===== src/rtl/dual_counter_fault_monitor_pkg.sv =====
// dual_counter_fault_monitor_pkg: shared FSM encoding and fault-count helpers
package dual_counter_fault_monitor_pkg;
  localparam int FC_W = 4;
  typedef enum logic [1:0] {
    MONITOR = 2'd0,
    SUSPECT = 2'd1,
    RESYNC  = 2'd2,
    LOCKOUT = 2'd3
  } state_t;
  function automatic logic [FC_W-1:0] sat_inc(input logic [FC_W-1:0] v);
    return (&v) ? v : v + 1'b1;
  endfunction
endpackage


===== src/rtl/dual_counter_fault_monitor_pulse_stretcher.sv =====
// dual_counter_fault_monitor_pulse_stretcher: loadable down-counter giving a LEN-cycle level
module dual_counter_fault_monitor_pulse_stretcher #(
  parameter int unsigned LEN = 2
) (
  input  logic clk,
  input  logic reset,
  input  logic load,
  output logic active,
  output logic last
);
  logic [3:0] cnt;
  always_ff @(posedge clk or negedge reset)
    if (!reset) cnt <= '0;
    else cnt <= load ? 4'(LEN) : cnt - {3'b0, active};
  assign active = |cnt;
  assign last = cnt == 4'd1;
endmodule


===== src/rtl/dual_counter_fault_monitor.sv =====
// dual_counter_fault_monitor: filters counter disagreements, resyncs on faults, locks out on repeats
module dual_counter_fault_monitor
  import dual_counter_fault_monitor_pkg::*;
#(
  parameter int WIDTH         = 4,
  parameter int PERSIST       = 3,
  parameter int RESYNC_CYCLES = 2,
  parameter int MAX_FAULTS    = 4
) (
  input  logic             clk,
  input  logic             reset,
  input  logic [WIDTH-1:0] cnt_a,
  input  logic [WIDTH-1:0] cnt_b,
  input  logic             mismatch_in,
  input  logic             clear,
  output logic             resync,
  output logic             fault_pulse,
  output logic [FC_W-1:0]  fault_count,
  output logic             lockout,
  output logic [1:0]       state_o
);
  state_t state;
  logic [3:0] persist_cnt;
  logic [FC_W-1:0] fc_inc;
  logic mis, watching, confirm, go_lock, rs_active, rs_last;
  always_comb begin
    mis      = mismatch_in | (cnt_a != cnt_b);
    watching = state == MONITOR || state == SUSPECT;
    confirm  = mis && watching && (persist_cnt + 4'd1 == 4'(PERSIST));
    fc_inc   = sat_inc(fault_count);
    go_lock  = confirm && !clear && fc_inc >= FC_W'(MAX_FAULTS);
  end
  dual_counter_fault_monitor_pulse_stretcher #(.LEN(RESYNC_CYCLES)) u_stretch (
    .clk    (clk),
    .reset  (reset),
    .load   (confirm && !go_lock),
    .active (rs_active),
    .last   (rs_last)
  );
  always_ff @(posedge clk or negedge reset)
    if (!reset) begin
      state       <= MONITOR;
      persist_cnt <= '0;
      fault_pulse <= 1'b0;
      fault_count <= '0;
      lockout     <= 1'b0;
    end else begin
      fault_pulse <= confirm;
      fault_count <= clear ? '0 : confirm ? fc_inc : fault_count;
      persist_cnt <= (mis && watching && !confirm) ? persist_cnt + 4'd1 : '0;
      lockout     <= go_lock || (lockout && !clear);
      state       <= confirm            ? (go_lock ? LOCKOUT : RESYNC) :
                     state == RESYNC    ? (rs_last ? MONITOR : RESYNC) :
                     state == LOCKOUT   ? (clear ? MONITOR : LOCKOUT) :
                     mis                ? SUSPECT : MONITOR;
    end
  assign resync  = rs_active | lockout;
  assign state_o = state;
endmodule


===== config.mk =====
export PLATFORM = sky130hd
export DESIGN_NAME = dual_counter_fault_monitor
export DESIGN_NICKNAME = d
export VERILOG_FILES = /design/src/rtl/dual_counter_fault_monitor_pkg.sv /design/src/rtl/dual_counter_fault_monitor_pulse_stretcher.sv /design/src/rtl/dual_counter_fault_monitor.sv
export SDC_FILE = /design/constraint.sdc
export NUM_CORES = 1
export LEC_CHECK = 0
export ABC_AREA = 1
export ABC_CLOCK_PERIOD_IN_PS = 1400
export CORE_ASPECT_RATIO = 0.75
export CORE_MARGIN = 2
export CORE_UTILIZATION = 35
export CTS_BUF_LIST = sky130_fd_sc_hd__clkbuf_2 sky130_fd_sc_hd__clkbuf_4 sky130_fd_sc_hd__clkbuf_8
export CTS_CLUSTER_DIAMETER = 150
export CTS_CLUSTER_SIZE = 30
export DETAILED_ROUTE_END_ITERATION = 8
export PLACE_DENSITY = 0.66
export SLEW_MARGIN = 20
export SYNTH_ARGS = -nofsm -noshare
export SYNTH_HDL_FRONTEND = slang
export SYNTH_SLANG_ARGS = --single-unit

===== constraint.sdc =====
create_clock -name clk -period 1.4 [get_ports clk]
set_clock_uncertainty 0.1 [all_clocks]
set_input_delay 0.14 -clock clk [delete_from_list [all_inputs] [get_ports clk]]
set_output_delay 0.14 -clock clk [all_outputs]
set_load 0.03 [all_outputs]

# Word-level counts from Yosys, hierarchy flattened
# Index checks and enable logic that the tools add are counted.
[classes] muxes=12 n_eq_ne=6 n_lt_le_gt_ge=1 n_bitwise=2 n_reduce_logical=16 add_sub_neg=3
[ops] cell="$mux 4" n=5
[ops] cell="$mux 2" n=5
[ops] cell="$add 4x1->4 const B" n=2
[ops] cell="$logic_and 1x1->1" n=7
[ops] cell="$eq 2x2->1 const B" n=2
[ops] cell="$eq 4x1->1 const B" n=1
[ops] cell="$eq 4x2->1 const B" n=1
[ops] cell="$ge 4x3->1 const B" n=1
[ops] cell="$ne 4x4->1" n=1
[ops] cell="$reduce_and 4->1" n=1
[ops] cell="$reduce_or 4->1" n=1
[ops] cell="$sub 4x1->4" n=1
[ops] cell="$logic_not 1->1" n=3
[ops] cell="$eq 2x1->1 const B" n=1
[ops] cell="$logic_not 2->1" n=1
[ops] cell="$logic_or 1x1->1" n=2
[ops] cell="$mux 1" n=2
[ops] cell="$or 1x1->1" n=2
[ops] cell="$reduce_bool 2->1" n=1
[word_totals] wordCells=46 output_inout_bits=9 register_bits=16 input_bits=12

# Logic depth before layout (Yosys ltp)
# Gate-level depths: netlist (run 1).
[logic_depth] ltp_word=9 depth_mapped=10 mapped_depth_nobuf=10

# Modules after synthesis
# A second synthesis (run 1) with hierarchy kept.
[hier_totals] hier_cells=126 hier_area_um2=992.2
[modules_own_cells] module="dual_counter_fault_monitor" cells_each=105 seq_area_each_um2=300.3 area_each_um2=792.0 instances=1
[modules_own_cells] module="dual_counter_fault_monitor_pulse_stretcher" cells_each=21 seq_area_each_um2=100.1 area_each_um2=200.2 instances=1

# Worst setup path before layout (run 1)
# OpenSTA, ideal clock, no wires.
[synth_timing] kind="register to register" from="register fault_count[0]" to="register u_stretch.cnt[0]" path_buffers=0 t_arrival_ns=1.397 setup_slack_ns=-0.217 path_stages_with_launch=8 period_less_slack_ns=1.617 setup_time_ns=0.120 path_cell_list="dfrtp_1 -> ha_1 -> nor2_1 -> nand3_1 -> nand2_1 -> nand3_1 -> a21oi_2 -> nor2_1"
[synth_via] elab_chain_cells=7 word_cells_on_any_way=8 cone_classes="1 x add/sub; 1 x order compare; 2 x mux; 4 x reduce/logical"
[synth_rtl] item="from (decl)" line="dual_counter_fault_monitor.sv:18" source="output logic [FC_W-1:0] fault_count,"
[synth_rtl] item="from (signal assigned)" line="dual_counter_fault_monitor.sv:49" source="fault_count <= clear ? '0 : confirm ? fc_inc : fault_count;"
[synth_rtl] item="$add 4x1->4 / $reduce_and 4->1 (equally long branches)" line="dual_counter_fault_monitor_pkg.sv:11" source="return (&v) ? v : v + 1'b1;"
[synth_rtl] item="$mux 4 *" line="dual_counter_fault_monitor_pkg.sv:11"
[synth_rtl] item="$ge 4x3->1 *" line="dual_counter_fault_monitor.sv:31" source="go_lock = confirm && !clear && fc_inc >= FC_W'(MAX_FAULTS);"
[synth_rtl] item="$logic_and 1x1->1 *" line="dual_counter_fault_monitor.sv:31"
[synth_rtl] item="$logic_not 1->1 *" line="dual_counter_fault_monitor.sv:36" source=".load (confirm && !go_lock),"
[synth_rtl] item="$logic_and 1x1->1 *" line="dual_counter_fault_monitor.sv:36"
[synth_rtl] item="$mux 4 *" line="dual_counter_fault_monitor_pulse_stretcher.sv:14" source="else cnt <= load ? 4'(LEN) : cnt - {3'b0, active};"
[synth_rtl] item="to (signal assigned)" line="dual_counter_fault_monitor_pulse_stretcher.sv:14"
[synth_rtl] item="to (decl)" line="dual_counter_fault_monitor_pulse_stretcher.sv:11" source="logic [3:0] cnt;"
# Mark *: on every way between the ends. The rest lies on a longest branch, timed or not.
# A chain may end at the register's enable or synchronous reset.

# Worst setup path in the final report (run 1)
[layout_timing] from="register u_stretch.cnt[2]" to="output resync"
[layout_via] elab_chain_cells=2
[layout_rtl] item="$reduce_or 4->1" line="dual_counter_fault_monitor_pulse_stretcher.sv:15" source="assign active = |cnt;"
[layout_rtl] item="$or 1x1->1" line="dual_counter_fault_monitor.sv:57" source="assign resync = rs_active | lockout;"
[layout_rtl] item="to (decl)" line="dual_counter_fault_monitor.sv:16" source="output logic resync,"
# No other way between the ends.

==> impl_metrics.json, run 1 <==
{
  "finalPower_mw": 2.86,
  "outcome": "finished, violations left",
  "synth_nets": 134,
  "num_io_pins": 21,
  "final_cell_area_um2": 1580,
  "cts_tree": "done",
  "dr.pass1.iters": 4,
  "min_period_over_period_pct": 125,
  "final_layout_size_suffix_gt1_share_pct": 43.7,
  "antenna_found_initial": 0,
  "drc": 0,
  "stdcell_count": 203,
  "fillers": 245,
  "p_per_area_nw_per_um2": 1820,
  "clock_latency_ps": 300,
  "clk_path_buf_depth": 2,
  "path_buf_inv": 1,
  "syn_area_um2": 931,
  "die_area_um2": 3090,
  "hold_path_class": "input pin to asynchronous set/reset pin",
  "slowest_stage": "dfrtp_1",
  "syn_area_per_cell_um2": 7.96,
  "die_w_um": 63.6,
  "numCtsBuffers": 3,
  "clock.fmax_mhz": 573,
  "wl_per_cell_um": 12.0,
  "grt_max_degree": 17,
  "path_cells": "or2_1, nor2_2, nand2_1, or2_1, buf_6",
  "start_util_pct": 36.3,
  "setup_viol": 13,
  "multi_input_area_um2": 619,
  "cts_root_buf": "clkbuf_4",
  "gp_congestion": 0.809,
  "io_buffers": 20,
  "ctsHtreeMaxLevel": 1,
  "placedCellCount": 190,
  "cp_common_cell": "or2_1",
  "critical-path-top-delay-family": "simple AND/OR/NAND/NOR gates",
  "postPlaceCellArea_um2": 1340,
  "drtAntennaViolNets": 0,
  "grt_pass1_wl_mm": 3.88,
  "rr_worst_depth": 8,
  "avgViaCountPerCell": 4.52,
  "syn_inst": 117,
  "cap_violations": 0,
  "critical_path_class": "flip-flop to output port",
  "cp.depth": 5,
  "grt_usage_pct": 15.8,
  "setup.worst_path.end_class": "output port",
  "ff_latch_area_um2": 403,
  "routed_wl_mm": 2.43,
  "setup_slack_ps": -346,
  "cts_hold_buf": 0,
  "diodes": 0,
  "slowest_delay_ps": 380,
  "grt-ovfl-total": 0,
  "grt_pass1_vias": 933,
  "core_area_um2": 2560,
  "cellLeakagePower_nw": 0.778,
  "slew_violations": 0,
  "cp_data_arrival_time_ps": 1510,
  "rsz0062_at_grt": "yes",
  "die_height_um": 48.7,
  "final_common_cell": "buf_4",
  "synth.distinct_cells": 20,
  "ys_ff_latch": 16,
  "post-place-ws_ps": -434,
  "max-slew-margin-rel_pct": 79.8,
  "rows": 16,
  "cp.required_ps": 1160,
  "vdd_ir_drop_max_mv": 1.13,
  "via_count": 918,
  "nNetsFinal": 185,
  "yosysWarnings": 0,
  "clk_pin_slew_ps": 110,
  "drtIter0Drc": 12,
  "critPathLaunchType": "flip-flop",
  "tightest_slew_ps": 304,
  "yosysSeqAreaShare_pct": 43.0,
  "place_hpwl_mm": 1.62,
  "crit_fanout": 2,
  "period_needed_ps": 1750,
  "finalHoldViolCount": 0,
  "tns_ps": -2240,
  "violations": "negative setup slack",
  "clock-sinks": 16,
  "final_cell_mix": "buf_4, nand2_1, dfrtp_1, inv_1, clkdlybuf4s50_1",
  "area_growth_pct": 69.5
}
power breakdown:
group | leakage (nW) | switching [mW] | internal (mW)
Sequential | 0.203 | 0.152 | 0.624
Combinational | 0.554 | 0.854 | 0.922
Clock | 0.0210 | 0.153 | 0.158
Total | 0.778 | 1.16 | 1.71
timing repair:
action	CTS	global route
pin swaps	16	9
setup buffers	8	4
setup endpoints to repair	23	21
gates cloned	0	0
resized for setup	36	27
routing by layer:
layer	share of wire (%)	global-route usage, %
met5	0	0
met4	0	2.17
met2	57	30.2
met3	2.7	4.65
met1	40	17.5
path summary, 6_finish.rpt:
path	start	end	slack, ps
worst max register to register	u_stretch.cnt[2]	u_stretch.cnt[2]	-310
min in group clk	clear	u_stretch.cnt[1]	410
worst min register to register	state_o[0]	state_o[1]	500
max in group asynchronous	reset	fault_count[0]	920
worst max-delay path	u_stretch.cnt[2]	resync	-350
worst min-delay path	reset	persist_cnt[0]	50
Yosys cell counts:
master | number | share of area, %
nand2_1 | 27 | 11
dfrtp_1 | 16 | 43
inv_1 | 15 | 6.0
nand3_1 | 14 | 7.5
nor2_1 | 11 | 4.4
o21ai_1 | 6 | 3.2
ha_1 | 5 | 6.7
inv_2 | 5 | 2.0
xnor2_1 | 4 | 3.8
nand4_1 | 3 | 2.0
or2_1 | 2 | 1.3
a211o_1 | 1 | 0.94
a21oi_1 | 1 | 0.54
a21oi_2 | 1 | 0.94
clkinv_1 | 1 | 0.40
mux2i_1 | 1 | 1.1
nand3_2 | 1 | 1.1
nand3_4 | 1 | 1.9
nor2_4 | 1 | 1.2
xor2_1 | 1 | 0.94
final cells by class:
cell class	count	share of cell area [%]
flip-flops and latches	16	25.5
multi-input cells	80	39.3
repair buffers	46	24.9
clock buffers	4	2.30
well taps	36	2.85
inverters	21	5.15
cell families after synthesis:
group	Yosys count	synth area share (%)
simple gates	60	30.4
buf+inv	21	8.47
flops	16	43.0
compound gates	9	5.65
xor+xnor	5	4.70
fa+ha+maj	5	6.72
mux	1	1.08
metrics by stage:
| stage | util (%) | hold WS [ps] |
|---|---|---|
| after floorplan | - | -256 |
| after global placement | 52.2 | 384 |
| after detailed placement | 52.2 | 392 |
| after CTS | 58.1 | 52.8 |
| after global routing | 61.6 | 60.7 |
| final | 61.6 | 50.6 |
state kept, by name, indices dropped and copies added, names as in the netlist:
register       count
fault_count        4
fault_pulse        1
persist_cnt        4
lockout            1
u_stretch.cnt      4
state_o            2
No activity file was read; power rests on OpenSTA's default activity.
==> run 2: changes to the inputs <==
--- a/config.mk
+++ b/config.mk
@@ -7,14 +7,16 @@
 export LEC_CHECK = 0
 export ABC_AREA = 1
 export ABC_CLOCK_PERIOD_IN_PS = 1400
+export CELL_PAD_IN_SITES_DETAIL_PLACEMENT = 0
+export CELL_PAD_IN_SITES_GLOBAL_PLACEMENT = 2
 export CORE_ASPECT_RATIO = 0.75
 export CORE_MARGIN = 2
-export CORE_UTILIZATION = 35
+export CORE_UTILIZATION = 26
 export CTS_BUF_LIST = sky130_fd_sc_hd__clkbuf_2 sky130_fd_sc_hd__clkbuf_4 sky130_fd_sc_hd__clkbuf_8
 export CTS_CLUSTER_DIAMETER = 150
 export CTS_CLUSTER_SIZE = 30
 export DETAILED_ROUTE_END_ITERATION = 8
-export PLACE_DENSITY = 0.66
+export PLACE_DENSITY = 0.72
 export SLEW_MARGIN = 20
 export SYNTH_ARGS = -nofsm -noshare
 export SYNTH_HDL_FRONTEND = slang
==> impl_metrics.json, run 2 (synthesis gave the netlist of run 1 again) <==
{
  "tightest_slew_ps": 303,
  "startpoint": "u_stretch.cnt[2]",
  "critical_path_class": "flip-flop to output port",
  "power_frac_comb_pct": 58.6,
  "setup.worst_path.end_class": "output port",
  "clk_pin_slew_ps": 70,
  "violations": "negative setup slack",
  "cp.required_ps": 1160,
  "clock-sinks": 16,
  "numCtsBuffers": 3,
  "gp_congestion": 0.747,
  "avgViaCountPerCell": 4.34,
  "rsz0062_at_grt": "yes",
  "final_cell_mix": "nand2_1, buf_4, inv_1, dfrtp_1, clkdlybuf4s50_1",
  "r2r_start": "u_stretch.cnt[2]",
  "seq_power_share_pct": 27.0,
  "drtAntennaViolNets": 0,
  "antenna_found_initial": 0,
  "core_area_um2": 3360,
  "grt_pass1_wl_mm": 4.03,
  "final_layout_size_suffix_gt1_share_pct": 40.1,
  "num_io_pins": 21,
  "place_hpwl_mm": 1.72,
  "io_buffers": 20,
  "wl_per_cell_um": 11.5,
  "path_cells": "or2_1, nor2_2, nand2_1, or2_1, buf_6",
  "rows": 18,
  "top_regs": "fault_count: 4 flops, persist_cnt: 4 flops, u_stretch.cnt: 4 flops",
  "critical-path-top-delay-family": "simple AND/OR/NAND/NOR gates",
  "grt_pass1_vias": 909,
  "placedCellCount": 195,
  "grt-ovfl-total": 0,
  "cts_hold_buf": 0,
  "outcome": "finished, violations left",
  "nNetsFinal": 185,
  "area_growth_pct": 71.8,
  "cts_tree": "done",
  "internal-power_mw": 1.73,
  "start_util_pct": 27.7,
  "clk_path_buf_depth": 2,
  "path_buf_inv": 1,
  "max-slew-margin-rel_pct": 79.9,
  "routed_wl_mm": 2.38,
  "dr.pass1.iters": 4,
  "slowest_delay_ps": 370,
  "final_cell_area_um2": 1600,
  "finalHoldViolCount": 0,
  "drtIter0Drc": 59,
  "period_needed_ps": 1630,
  "final_common_cell": "nand2_1",
  "min_period_over_period_pct": 117,
  "hold_path_class": "input pin to asynchronous set/reset pin",
  "grt_max_degree": 17,
  "slowest_stage": "dfrtp_1",
  "cap_violations": 0,
  "grt_usage_pct": 12.8,
  "p_per_area_nw_per_um2": 1800,
  "clock_latency_ps": 250,
  "die_height_um": 55.8,
  "stdcell_count": 207,
  "vdd_ir_drop_max_mv": 0.563,
  "die_w_um": 73.1,
  "switching_share_pct": 39.7,
  "cp_data_arrival_time_ps": 1390,
  "crit_fanout": 2,
  "p_switching_mw": 1.14,
  "cp_common_cell": "or2_1",
  "diodes": 0,
  "cellLeakagePower_nw": 0.797,
  "cts_root_buf": "clkbuf_8",
  "clock.fmax_mhz": 613,
  "ctsHtreeMaxLevel": 1,
  "setup_slack_ps": -232,
  "drc": 0,
  "clockPowerShare_pct": 14.4,
  "postPlaceCellArea_um2": 1350,
  "via_count": 898,
  "slew_violations": 0,
  "die_area_um2": 4080,
  "setup_viol": 14,
  "critPathLaunchType": "flip-flop"
}
[run 2: cell count changes in the layout (fill, tap and decap cells not counted), sizes merged]
cell	delta
dlygate4sd2	+6
clkdlybuf4s15	-2
clkbuf	-4
[run 2: power by group through the flow]
stage	Clock [mW]	Combinational, mW	Sequential (mW)
CTS	0.424	1.53	0.753
floorplan	0	0.611	0.845
detailed placement	0	1.22	0.769
global route	0.452	1.84	0.799
finish	0.414	1.68	0.778
global placement	0	1.20	0.757
[run 2: metrics by stage]
step	hold slack (ps)	utilization (%)	TNS, ps	power (mW)	setup WS, ps
floorplan	-256	-	-260	1.46	-97.7
global placement	385	40.3	-2690	1.96	-399
detailed placement	387	40.3	-3060	1.99	-475
CTS	127	45.7	-1930	2.71	-251
global route	141	47.7	-3530	3.09	-331
finish	116	47.7	-2040	2.88	-232
[run 2: cell type report]
class                      instances  area [µm²]
clock buffer                       4        55.1
fill                             341        1760
multi-input combinational         80         597
timing repair buffer              46         409
sequential                        16         404
tap                               40        50.0
inverter                          21        83.8
[run 2: what timing repair did]
| item | in CTS | in global routing |
|---|---|---|
| setup endpoints to repair | 21 | 15 |
| pin swaps | 12 | 11 |
| gates resized for setup | 35 | 16 |
| setup buffers | 8 | 1 |
| gates cloned | 0 | 0 |
[run 2: worst reg2reg max path, stage by stage (launching register included)]
cell and delay, ps:
dfrtp_1 370, or2_1 240, nor2_2 100, nand2_1 80
buf_4 140, ha_4 160, ha_4 160, xnor2_2 120
nor2_1 50
[run 2: worst paths after layout]
kind | depth (start not counted) | endpoint | slack (ps)
min in group clk | 3 | u_stretch.cnt[1] | 460
worst max register to register | 8 | u_stretch.cnt[2] | -230
max in group asynchronous | 2 | persist_cnt[0] | 880
worst min register to register | 2 | u_stretch.cnt[3] | 470
worst max-delay path | 5 | resync | -230
worst min-delay path | 2 | fault_count[3] | 120
[run 2: routing by layer]
layer | global-route usage (%) | up-vias | routed length [µm]
met1 | 17.4 | 404 | 1140
met2 | 20.2 | 18 | 1150
met3 | 1.63 | 2 | 62
met4 | 5.56 | 0 | 24
li1 | - | 474 | -
met5 | 0 | - | 0
